$ cat src/rtl/comparator_if.sv
// Sample/result bundle for the threshold comparator: the master drives samples,
// the slave (the comparator) returns the registered flag, BCD digits and count.
interface comparator_if;
   logic [3:0] binary_code;
   logic       in_valid;
   logic       cnt_clear;
   logic       y;
   logic       out_valid;
   logic       bcd_tens;
   logic [3:0] bcd_units;
   logic [7:0] over_count;

   modport master (
      output binary_code,
      output in_valid,
      output cnt_clear,
      input  y,
      input  out_valid,
      input  bcd_tens,
      input  bcd_units,
      input  over_count
   );

   modport slave (
      input  binary_code,
      input  in_valid,
      input  cnt_clear,
      output y,
      output out_valid,
      output bcd_tens,
      output bcd_units,
      output over_count
   );
endinterface

$ cat src/rtl/comparator.sv
// Registered 4-bit threshold comparator with BCD split of the accepted sample
// and a saturating count of over-threshold samples.
module comparator #(
   parameter int unsigned THRESHOLD = 9
) (
   input logic         clk,
   input logic         rst_n,
   comparator_if.slave bus
);

   localparam logic [3:0] THRESH_4  = THRESHOLD[3:0];
   localparam logic [7:0] COUNT_MAX = 8'hFF;

   logic       y_d, y_q;
   logic       out_valid_d, out_valid_q;
   logic       bcd_tens_d, bcd_tens_q;
   logic [3:0] bcd_units_d, bcd_units_q;
   logic [7:0] over_count_d, over_count_q;

   // binary_code is only looked at under in_valid, so idle-cycle X cannot leak into state
   always_comb begin
      y_d          = y_q;
      bcd_tens_d   = bcd_tens_q;
      bcd_units_d  = bcd_units_q;
      over_count_d = over_count_q;
      out_valid_d  = bus.in_valid;
      if (bus.in_valid) begin
         y_d = (bus.binary_code > THRESH_4);
         if (bus.binary_code >= 4'd10) begin
            bcd_tens_d  = 1'b1;
            bcd_units_d = bus.binary_code - 4'd10;
         end else begin
            bcd_tens_d  = 1'b0;
            bcd_units_d = bus.binary_code;
         end
         if (y_d && (over_count_q != COUNT_MAX)) begin
            over_count_d = over_count_q + 8'd1;
         end
      end
      if (bus.cnt_clear) begin
         over_count_d = 8'd0;
      end
   end

   always_ff @(posedge clk or negedge rst_n) begin
      if (!rst_n) begin
         y_q          <= 1'b0;
         out_valid_q  <= 1'b0;
         bcd_tens_q   <= 1'b0;
         bcd_units_q  <= 4'd0;
         over_count_q <= 8'd0;
      end else begin
         y_q          <= y_d;
         out_valid_q  <= out_valid_d;
         bcd_tens_q   <= bcd_tens_d;
         bcd_units_q  <= bcd_units_d;
         over_count_q <= over_count_d;
      end
   end

   assign bus.y          = y_q;
   assign bus.out_valid  = out_valid_q;
   assign bus.bcd_tens   = bcd_tens_q;
   assign bus.bcd_units  = bcd_units_q;
   assign bus.over_count = over_count_q;

endmodule

$ cat src/flat_wrapper.sv
// flat-port wrapper written by rule: the top's interface ports become plain ports
module comparator_flat 
#(
   parameter int unsigned THRESHOLD = 9
)
  (clk, rst_n, bus_binary_code, bus_in_valid, bus_cnt_clear, bus_y, bus_out_valid, bus_bcd_tens, bus_bcd_units, bus_over_count);
  comparator_if bus_i ();
  input logic clk;
  input logic rst_n;
  input wire logic [$bits(bus_i.binary_code)-1:0] bus_binary_code;
  input wire logic [$bits(bus_i.in_valid)-1:0] bus_in_valid;
  input wire logic [$bits(bus_i.cnt_clear)-1:0] bus_cnt_clear;
  output wire logic [$bits(bus_i.y)-1:0] bus_y;
  output wire logic [$bits(bus_i.out_valid)-1:0] bus_out_valid;
  output wire logic [$bits(bus_i.bcd_tens)-1:0] bus_bcd_tens;
  output wire logic [$bits(bus_i.bcd_units)-1:0] bus_bcd_units;
  output wire logic [$bits(bus_i.over_count)-1:0] bus_over_count;
  assign bus_i.binary_code = bus_binary_code;
  assign bus_i.in_valid = bus_in_valid;
  assign bus_i.cnt_clear = bus_cnt_clear;
  assign bus_y = bus_i.y;
  assign bus_out_valid = bus_i.out_valid;
  assign bus_bcd_tens = bus_i.bcd_tens;
  assign bus_bcd_units = bus_i.bcd_units;
  assign bus_over_count = bus_i.over_count;
  comparator #(.THRESHOLD(THRESHOLD)) u_core (.clk(clk), .rst_n(rst_n), .bus(bus_i));
endmodule
$ cat config.mk
export PLATFORM = sky130hd
export DESIGN_NAME = comparator_flat
export DESIGN_NICKNAME = d
export VERILOG_FILES = /design/src/rtl/comparator_if.sv /design/src/rtl/comparator.sv /design/src/flat_wrapper.sv
export SDC_FILE = /design/constraint.sdc
export NUM_CORES = 1
export LEC_CHECK = 0
export CAP_MARGIN = 15
export CORE_ASPECT_RATIO = 1.1
export CORE_MARGIN = 4
export CORE_UTILIZATION = 25
export DETAILED_ROUTE_END_ITERATION = 7
export SYNTH_ARGS = -nofsm -noshare
export SYNTH_HDL_FRONTEND = slang
export SYNTH_SLANG_ARGS = --single-unit
$ cat constraint.sdc
create_clock -name clk -period 1.46 [get_ports clk]
set_input_delay 0.219 -clock clk [delete_from_list [all_inputs] [get_ports clk]]
set_output_delay 0.219 -clock clk [all_outputs]
set_load 0.1 [all_outputs]
==> out/qor.csv <==
metric,value,unit
outcome,"finished, final reports clean",
area grow syn2layout,77.35,%
Placed Cells,132,
Die ar.,3922,µm²
"Slowest-stage cell, CP",dfrtp_4,
Max VDD drop,0.4273,mV
Leak,0.0005375,µW
cell taking the most area after synthesis,dfrtp_1,
TritonCTS sink count,15,
vias in the first global route,665,
top cell type's share of synthesized area,50.34,%
ant diodes,0,
final hold violation count,0,
"Reg clk slew, reported paths",0.09,ns
Seq. cell area,397.9,µm²
"Setup violations, final",0,
setup total negative slack,0,ns
syn_nets,80,
CTS tree,built,
gpl congestion,0.7863,
clock tree buffer depth,2,
Max Fclk,697.6,MHz
share of post-route cells with drive strength above 1,46.23,%
Critical Path AT,1.64,ns
"Avg Cell Area, Syn",10.65,µm²
CTS Hold Bufs,0,
fin. max-slew vios,0,
Final Net Count,117,
initial DRC count,39,
yosys synthesis warning count,0,
cell area after layout,1323,µm²
Worst Path Max Fanout,5,
Rows,20,
detailed placement HPWL,1305,µm
top_reg_cell synth,dfrtp_1,
Top Ports,23,
Post-Synthesis Cells,70,
Crit. End Element,flip-flop,
Layout Cells excl Fill,139,
Initial Util,26.61,%
root buffer cell,clkbuf_4,
Layout fillers,266,
initial antenna violation count,0,
Die Wd,60.08,µm
first-pass GRT wire length,3042,µm
Crit path required time,1.66,ns
core area,2803,µm²
Post-synth ARST share,100.0,%
Residual DRC,0,
crit path cell chain,ha_4 -> nand3_4 -> o21ai_4 -> or3_1 -> a21oi_2,
Slew HR,78.16,%
Post-synth EDFFs,0,
final worst slack,0.02661,ns
critical path's largest stage delay,0.52,ns
"most common cell after layout, fill and taps aside",buf_12,
grt total ovfl,0,
Setup crit start kind,flip-flop,
register bit total from synthesis,15,
via count,687,
ranking of synthesized cells by area,"dfrtp_1 (50%), mux2_2 (4.5%), inv_1 (3.5%)",
Die H,65.28,µm
largest net degree at the start of global routing,16,
critical path type,flip-flop to flip-flop,
# port buffers,22,
GRT Util Overall,10.35,%
Max-Cap Viols,0,
drt via density,4.942,
most frequent cells in the layout,"buf_12 (15), buf_4 (12)",
multi-input logic area,370.4,µm²
Tmin final,1.433,ns
Synth Cell Area,745.7,µm²
placed inst area,1264,µm²
Setup WS pre-CTS,-0.1804,ns
sequential fraction of the synthesis area,50.34,%
H-tree depth,1,
worst hold path type,primary input to async pin,
R2R cell count,5,
Initial DRT Pass Iterations,4,
routed wire length,1815,µm
clock latency on the worst-skew pair,0.28,ns
Detail Route Antenna Nets,0,
Wirelength per Cell,13.06,µm
TritonCTS Buffers,3,
pwr dens,804.5,nW/µm²
final period utilization,98.18,%
Layout Skew,0.002230,ns
Slew @ Worst Pin,0.3262,ns
distinct cell type count after synthesis,28,
-- power breakdown --
part / switching, µW / internal, µW
clock network: 126 / 106
registers: 24.9 / 439
logic: 223 / 144
total: 375 / 689
-- flip-flops by register name (all words and copies together), names as in the netlist --
register,flops
u_core.bus.over_count,8
u_core.bus.bcd_units,4
u_core.bus.bcd_tens,1
u_core.bus.out_valid,1
u_core.bus.y,1
-- cell families after synthesis --
group,after synthesis,share of synthesized area (%)
compound gates,17,17.45
xor+xnor,3,3.524
fa+ha+maj,2,3.355
buf+inv,9,4.698
flops,15,50.34
mux,4,5.872
simple gates,20,14.77
-- worst max-delay path, delay by kind of cell (launching register included) --
kind	cells	cell delay (ns)
AOI/OAI and AO/OA	2	0.20
adders and majority gates	1	0.18
DFF	1	0.52
and+or+nand+nor	2	0.46
-- final timing paths --
kind	slack (ns)	to	startpoint
worst min register to register	0.57	u_core.bus.bcd_units[3]$_DFFE_PN0P_	u_core.bus.bcd_units[3]$_DFFE_PN0P_
max in group asynchronous	1.02	u_core.bus.over_count[4]$_DFFE_PN0P_	rst_n
worst min-delay path	0.25	u_core.bus.over_count[6]$_DFFE_PN0P_	rst_n
worst max register to register	0.03	u_core.bus.over_count[3]$_DFFE_PN0P_	u_core.bus.over_count[0]$_DFFE_PN0P_
min in group clk	0.56	u_core.bus.bcd_units[0]$_DFFE_PN0P_	bus_binary_code[0]
worst max-delay path	0.03	u_core.bus.over_count[3]$_DFFE_PN0P_	u_core.bus.over_count[0]$_DFFE_PN0P_
-- per-layer routing --
metal / vias up / wire, µm / global-route usage (%)
met2: 42 / 797 / 14.19
met3: 6 / 206 / 3.143
met4: 0 / 37 / 4.986
met1: 316 / 773 / 14.53
met5: - / 0 / 0
li1: 323 / - / -
-- cells in the mapped netlist (2+ instances only) --
cell	number
inv_1	7
nand2_1	2
xor2_1	2
o21ai_0	5
dfrtp_1	15
nor2_1	7
o211ai_1	2
nor3_1	2
a21oi_1	4
ha_1	2
mux2_2	3
nand3_1	3
-- per-stage QoR --
stage               hold slack [ns]  util (%)  total power (µW)
floorplan                  -0.07659         -             669.9
global placement             0.5522     45.09             835.0
detailed placement           0.5568     45.09             838.5
CTS                          0.2459     46.03              1071
global route                 0.2520     47.19              1117
finish                       0.2460     47.19              1064
-- cell type report --
cell class / instances / share of cell area [%]
clock buffer: 4 / 1.987
inverter: 7 / 1.987
multi-input combinational: 46 / 28.00
sequential: 15 / 30.09
tap: 33 / 3.122
timing repair buffer: 34 / 34.82
-- repair_timing --
item	in CTS	in global routing
gates resized for setup	0	2
endpoints found under the hold margin	0	0
buffers inserted	0	3
setup endpoints to repair	0	3
No activity file was read; power rests on OpenSTA's default activity.
